## src/rtl/bmu_pkg.sv

```systemverilog
// Shared sizing helpers and label conventions for the soft-decision branch metric unit.
// Label index bit i is the expected value of coded bit i.
package bmu_pkg;

    function automatic int bmu_metric_width(input int n, input int q);
        return $clog2(n * ((1 << q) - 1) + 1);
    endfunction

    function automatic int bmu_num_labels(input int n);
        return 1 << n;
    endfunction

    function automatic logic label_bit(input int label, input int i);
        return 1'((label >> i) & 1);
    endfunction

endpackage

```

## src/rtl/bmu_label_metric.sv

```systemverilog
// Distance between one received soft symbol and one fixed branch label.
// Purely combinational; the caller registers the result.
module bmu_label_metric
    import bmu_pkg::*;
#(
    parameter int N     = 2,
    parameter int Q     = 3,
    parameter int MW    = bmu_metric_width(N, Q),
    parameter int LABEL = 0
) (
    input  logic [N*Q-1:0] sym,
    output logic [MW-1:0]  metric
);

    localparam logic [Q-1:0] SMAX = '1;

    // An expected '1' costs the distance from the strongest '1'; an expected '0' costs the raw value.
    always_comb begin
        metric = '0;
        for (int i = 0; i < N; i++) begin
            if (label_bit(LABEL, i)) begin
                metric = metric + MW'(SMAX - sym[i*Q +: Q]);
            end else begin
                metric = metric + MW'(sym[i*Q +: Q]);
            end
        end
    end

endmodule

```

## src/rtl/bmu_soft_pipe.sv

```systemverilog
// Two-stage elastic branch metric unit: all 2^N label metrics per accepted symbol, one symbol per cycle.
// Stage 1 holds the raw symbol and frame index; stage 2 holds the metrics; refresh flushes both.
module bmu_soft_pipe
    import bmu_pkg::*;
#(
    parameter int N         = 2,
    parameter int Q         = 3,
    parameter int FRAME_LEN = 64,
    localparam int MW       = bmu_metric_width(N, Q),
    localparam int IW       = $clog2(FRAME_LEN),
    localparam int NL       = bmu_num_labels(N)
) (
    input  logic             clk,
    input  logic             rst,
    input  logic             refresh,
    input  logic             in_valid,
    output logic             in_ready,
    input  logic [N*Q-1:0]   sym_in,
    output logic             out_valid,
    input  logic             out_ready,
    output logic [NL*MW-1:0] bm_out,
    output logic [IW-1:0]    sym_idx,
    output logic             first_sym,
    output logic             last_sym
);

    localparam logic [IW-1:0] LAST_IDX = IW'(FRAME_LEN - 1);

    logic             s1_v;
    logic [N*Q-1:0]   s1_sym;
    logic [IW-1:0]    s1_idx;
    logic             s1_first;
    logic             s1_last;
    logic [IW-1:0]    cnt;
    logic [NL*MW-1:0] bm_next;
    logic             s2_load;
    logic             s1_adv;
    logic             accept;

    assign s2_load  = !out_valid || out_ready;
    assign s1_adv   = !s1_v || s2_load;
    assign in_ready = s1_adv && !refresh;
    assign accept   = in_valid && in_ready;

    for (genvar j = 0; j < NL; j++) begin : g_lbl
        bmu_label_metric #(
            .N    (N),
            .Q    (Q),
            .MW   (MW),
            .LABEL(j)
        ) u_lbl (
            .sym   (s1_sym),
            .metric(bm_next[j*MW +: MW])
        );
    end

    always_ff @(posedge clk or negedge rst) begin
        if (!rst) begin
            s1_v      <= 1'b0;
            s1_sym    <= '0;
            s1_idx    <= '0;
            s1_first  <= 1'b0;
            s1_last   <= 1'b0;
            cnt       <= '0;
            out_valid <= 1'b0;
            bm_out    <= '0;
            sym_idx   <= '0;
            first_sym <= 1'b0;
            last_sym  <= 1'b0;
        end else if (refresh) begin
            s1_v      <= 1'b0;
            out_valid <= 1'b0;
            cnt       <= '0;
        end else begin
            if (s1_adv) begin
                s1_v <= accept;
            end
            if (accept) begin
                s1_sym   <= sym_in;
                s1_idx   <= cnt;
                s1_first <= (cnt == '0);
                s1_last  <= (cnt == LAST_IDX);
                cnt      <= (cnt == LAST_IDX) ? '0 : cnt + 1'b1;
            end
            // Data registers only move with a live stage-1 entry so a stall keeps outputs frozen.
            if (s2_load) begin
                out_valid <= s1_v;
                if (s1_v) begin
                    bm_out    <= bm_next;
                    sym_idx   <= s1_idx;
                    first_sym <= s1_first;
                    last_sym  <= s1_last;
                end
            end
        end
    end

endmodule

```

## config.mk

```make
export PLATFORM = sky130hd
export DESIGN_NAME = bmu_soft_pipe
export DESIGN_NICKNAME = d
export VERILOG_FILES = /design/src/rtl/bmu_pkg.sv /design/src/rtl/bmu_label_metric.sv /design/src/rtl/bmu_soft_pipe.sv
export SDC_FILE = /design/constraint.sdc
export NUM_CORES = 1
export LEC_CHECK = 0
export ABC_AREA = 1
export CELL_PAD_IN_SITES_DETAIL_PLACEMENT = 0
export CELL_PAD_IN_SITES_GLOBAL_PLACEMENT = 2
export CORE_ASPECT_RATIO = 0.5
export CORE_MARGIN = 10
export CORE_UTILIZATION = 32
export CTS_BUF_LIST = sky130_fd_sc_hd__clkbuf_8 sky130_fd_sc_hd__clkbuf_16
export DETAILED_ROUTE_END_ITERATION = 8
export PLACE_DENSITY_LB_ADDON = 0.12
export SLEW_MARGIN = 30
export SYNTH_ARGS = -nofsm -noshare
export SYNTH_HDL_FRONTEND = slang
export SYNTH_SLANG_ARGS = --single-unit
```

## constraint.sdc

```tcl
create_clock -name clk -period 1.9 [get_ports clk]
set_clock_uncertainty 0.15 [all_clocks]
set_input_delay 0.285 -clock clk [delete_from_list [all_inputs] [get_ports clk]]
set_output_delay 0.285 -clock clk [all_outputs]
set_load 0.01 [all_outputs]
```

==> impl_metrics.csv <==
group,metric,value,unit
timing,final.min_clock_period,1.69,ns
cts,clk_latency,0.28,ns
worst_setup_path,crit_top_cell,"inv_1",
worst_setup_path,path_delay_family,"adder cells",
worst_setup_path,crit_path_cell_trace,"inv_1 -> ha_1 -> inv_1 -> fa_1 -> xor2_1 -> o21ai_0",
timing,relSlewSlack,0.614,
power,power.total,0.00296,W
timing,tightest_slew,0.579,ns
outcome,outcome,"complete, no violations",
floorplan,die_w,137,microns
logic_synthesis,postSynthAreaPerCell,9.46,sq um
logic_synthesis,synth_edf_count,0,
logic_synthesis,synth_area_leaders,"dfrtp_1, nand2_1, ha_1",
place,io_buffers,36,
logic_synthesis,yosysUniqueCellTypes,23,
logic_synthesis,synth_area,2200,sq um
worst_setup_path,cpMaxStageDelayCell,"dfrtp_1",
cts,cts_buffers,5,
logic_synthesis,synth-main-ff-cell,"dfrtp_1",
detailed_routing,viasPerCell,4.31,
grt,gr-total-overflow,0,
timing,period_share,0.888,
worst_setup_path,critical-path-max-stage-delay,0.40,ns
timing,rsz0062_at_grt,"no",
cts,path_clk_slew,0.06,ns
grt,grt_pass1_vias,1643,
place,hpwl,3410,microns
place,gp_congestion,0.766,
timing,hold_viol,0,
logic_synthesis,seq_area_frac_synth,0.500,
worst_setup_path,path_max_fanout,3,
worst_setup_path,criticalPathCategory,"register to register",
floorplan,dieArea,10800,sq um
detailed_routing,ant_nets,0,
cts,postCtsSetupBuffers,0,
worst_setup_path,crit_arrival,1.74,ns
cts,cts-root-buf,"clkbuf_16",
timing,whs,0.323,ns
grt,antenna_found_initial,0,
grt,grt_usage,0.0900,
grt,grt_pass1_wl,7840,microns
layout,antenna_cells,0,
worst_setup_path,cp-end-kind,"register",
logic_synthesis,ys_ff_latch,44,
floorplan,core-area,6670,sq um
layout,fin_nets,305,
cts,h-tree-depth,2,
power,power.density,1050,nW/um^2
timing,setup_viol,0,
logic_synthesis,netlist_instances,233,
logic_synthesis,synth_top_area_frac,0.500,
logic_synthesis,synth_area_leader_cell,"dfrtp_1",
power,power.leakage,1.39,nW
power,irDropWorstVdd,0.380,mV
detailed_routing,drt_wl_total,4530,microns
floorplan,start_util,0.330,
timing,drv_slew,0,
cts,clock-sinks,44,
worst_setup_path,crit_required,1.95,ns
run,drv_cap,0,
timing,fmax,592,MHz
grt,grt-busiest-layer,"met2",
min_path,holdCritPathClass,"register to register",
detailed_routing,via_count,1589,
logic_synthesis,synth_fp_nets,262,
cts,cts_tree,"done",
cts,cts.path.max_buffers,2,
grt,grt_util_met1,0.108,
detailed_routing,drc,0,
grt,use_met3,0.0330,
detailed_routing,wl_per_cell,12.3,microns
detailed_routing,dr.pass1.iters,4,
grt,grt_max_degree,45,
layout,nFillCells,721,
layout,syn2layout_area_growth,28.3,%
logic_synthesis,ys_warn_count,0,
floorplan,die-height,78.7,microns
logic_synthesis,synthArstFlopShare,1.00,
floorplan,pin_count,37,
worst_setup_path,crit_buf_inv,2,
grt,use_met2,0.150,
worst_setup_path,start_kind,"register",
layout,final_layout_size_suffix_gt1_frac,0.112,
floorplan,std_cell_rows,21,
detailed_routing,drt-initial-drc-count,61,
## worst reg2reg max path: stages, from the launching register on
cell,delay (ns)
dfrtp_1,0.40
inv_1,0.12
ha_1,0.20
inv_1,0.07
fa_1,0.37
xor2_1,0.17
o21ai_0,0.13
## flip-flops by register name, indices dropped and copies added, names as in the netlist
signal and flops:
s1_v 1, last_sym 1, sym_idx 6, s1_sym 6, bm_out 14, s1_first 1, s1_idx 6, s1_last 1
cnt 6, first_sym 1, out_valid 1
## timing repair
action	in CTS	in global routing
endpoints found under the setup margin	1	0
gates resized for setup	1	0
endpoints found under the hold margin	44	0
hold buffers	1	0
## path summary, 6_finish.rpt
| kind | slack (ns) | cells after the start | from | to |
|---|---|---|---|---|
| setup / recovery | 0.21 | 6 | s1_sym[0] | bm_out[14] |
| hold / removal | 0.32 | 2 | s1_idx[1] | sym_idx[1] |
| setup reg to reg | 0.21 | 6 | s1_sym[0] | bm_out[14] |
| hold reg to reg | 0.32 | 2 | s1_idx[1] | sym_idx[1] |
| max in group asynchronous | 0.74 | 3 | rst | bm_out[1] |
| min in group asynchronous | 0.47 | 3 | rst | cnt[5] |
## cell usage after synthesis (4+ instances only)
cell      n
nand2_1  78
dfrtp_1  44
inv_1    20
o21ai_0  17
ha_1     14
nand3_1   9
nor2_1    7
xor2_1    7
a21oi_1   6
o21ai_2   6
buf_4     4
buf_6     4
fa_1      4
## power breakdown
part           switching (W)  internal [W]
logic               0.000403      0.000445
clock network       0.000352      0.000518
registers           0.000119       0.00112
## logic make-up after synthesis
| kind of cell | Yosys count | synth area share |
|---|---|---|
| adders and majority gates | 18 | 0.116 |
| xor gates and xnor gates | 7 | 0.0278 |
| and+or+nand+nor | 101 | 0.196 |
| DFF | 44 | 0.500 |
| buffers and inverters | 32 | 0.0784 |
| AOI/OAI and AO/OA | 31 | 0.0818 |
## cell type report
| type | instances | area (sq um) | share of cell area |
|---|---|---|---|
| flip-flops and latches | 44 | 1100 | 0.390 |
| multi-input cells | 157 | 930 | 0.329 |
| repair buffers | 46 | 444 | 0.157 |
| clock buffers | 6 | 139 | 0.0491 |
| well taps | 92 | 115 | 0.0407 |
| inverters | 22 | 87.6 | 0.0310 |
| clock inverters | 2 | 10.0 | 0.00354 |
## stage by stage
| stage | cells | TNS [ns] | setup slack [ns] | cell area, sq um | utilization |
|---|---|---|---|---|---|
| floorplan | 233 | 0 | 0.337 | 2200 | - |
| global placement | 360 | -0.00849 | -0.00849 | 2670 | 0.400 |
| detailed placement | 360 | -0.0149 | -0.0149 | 2670 | 0.400 |
| CTS | 369 | 0 | 0.200 | 2830 | 0.424 |
| global route | 369 | 0 | 0.0906 | 2830 | 0.424 |
| finish | 369 | 0 | 0.212 | 2830 | 0.424 |
## cells in the final DEF (no fill, tap or decap), types with 2 or more instances in the layout
cell | synthesis | routed
nor2_1 | 7 | 7
clkdlybuf4s50_1 | 0 | 34
fa_1 | 4 | 4
o21ai_0 | 17 | 17
clkinv_2 | 0 | 2
nand3_1 | 9 | 9
o21ai_2 | 6 | 6
inv_4 | 2 | 2
clkbuf_16 | 0 | 5
dfrtp_1 | 44 | 44
ha_1 | 14 | 14
xor2_1 | 7 | 7
nand2_1 | 78 | 78
a21oi_1 | 6 | 6
nand3_4 | 2 | 2
inv_1 | 20 | 20
buf_4 | 4 | 8
## routing by layer
| metal | wire (microns) | share of wire |
|---|---|---|
| met2 | 2170 | 0.48 |
| met3 | 208 | 0.046 |
| met1 | 2110 | 0.47 |
| met4 | 41 | 0.0091 |
| met5 | 0 | 0 |
No activity file was read; power rests on OpenSTA's default activity.
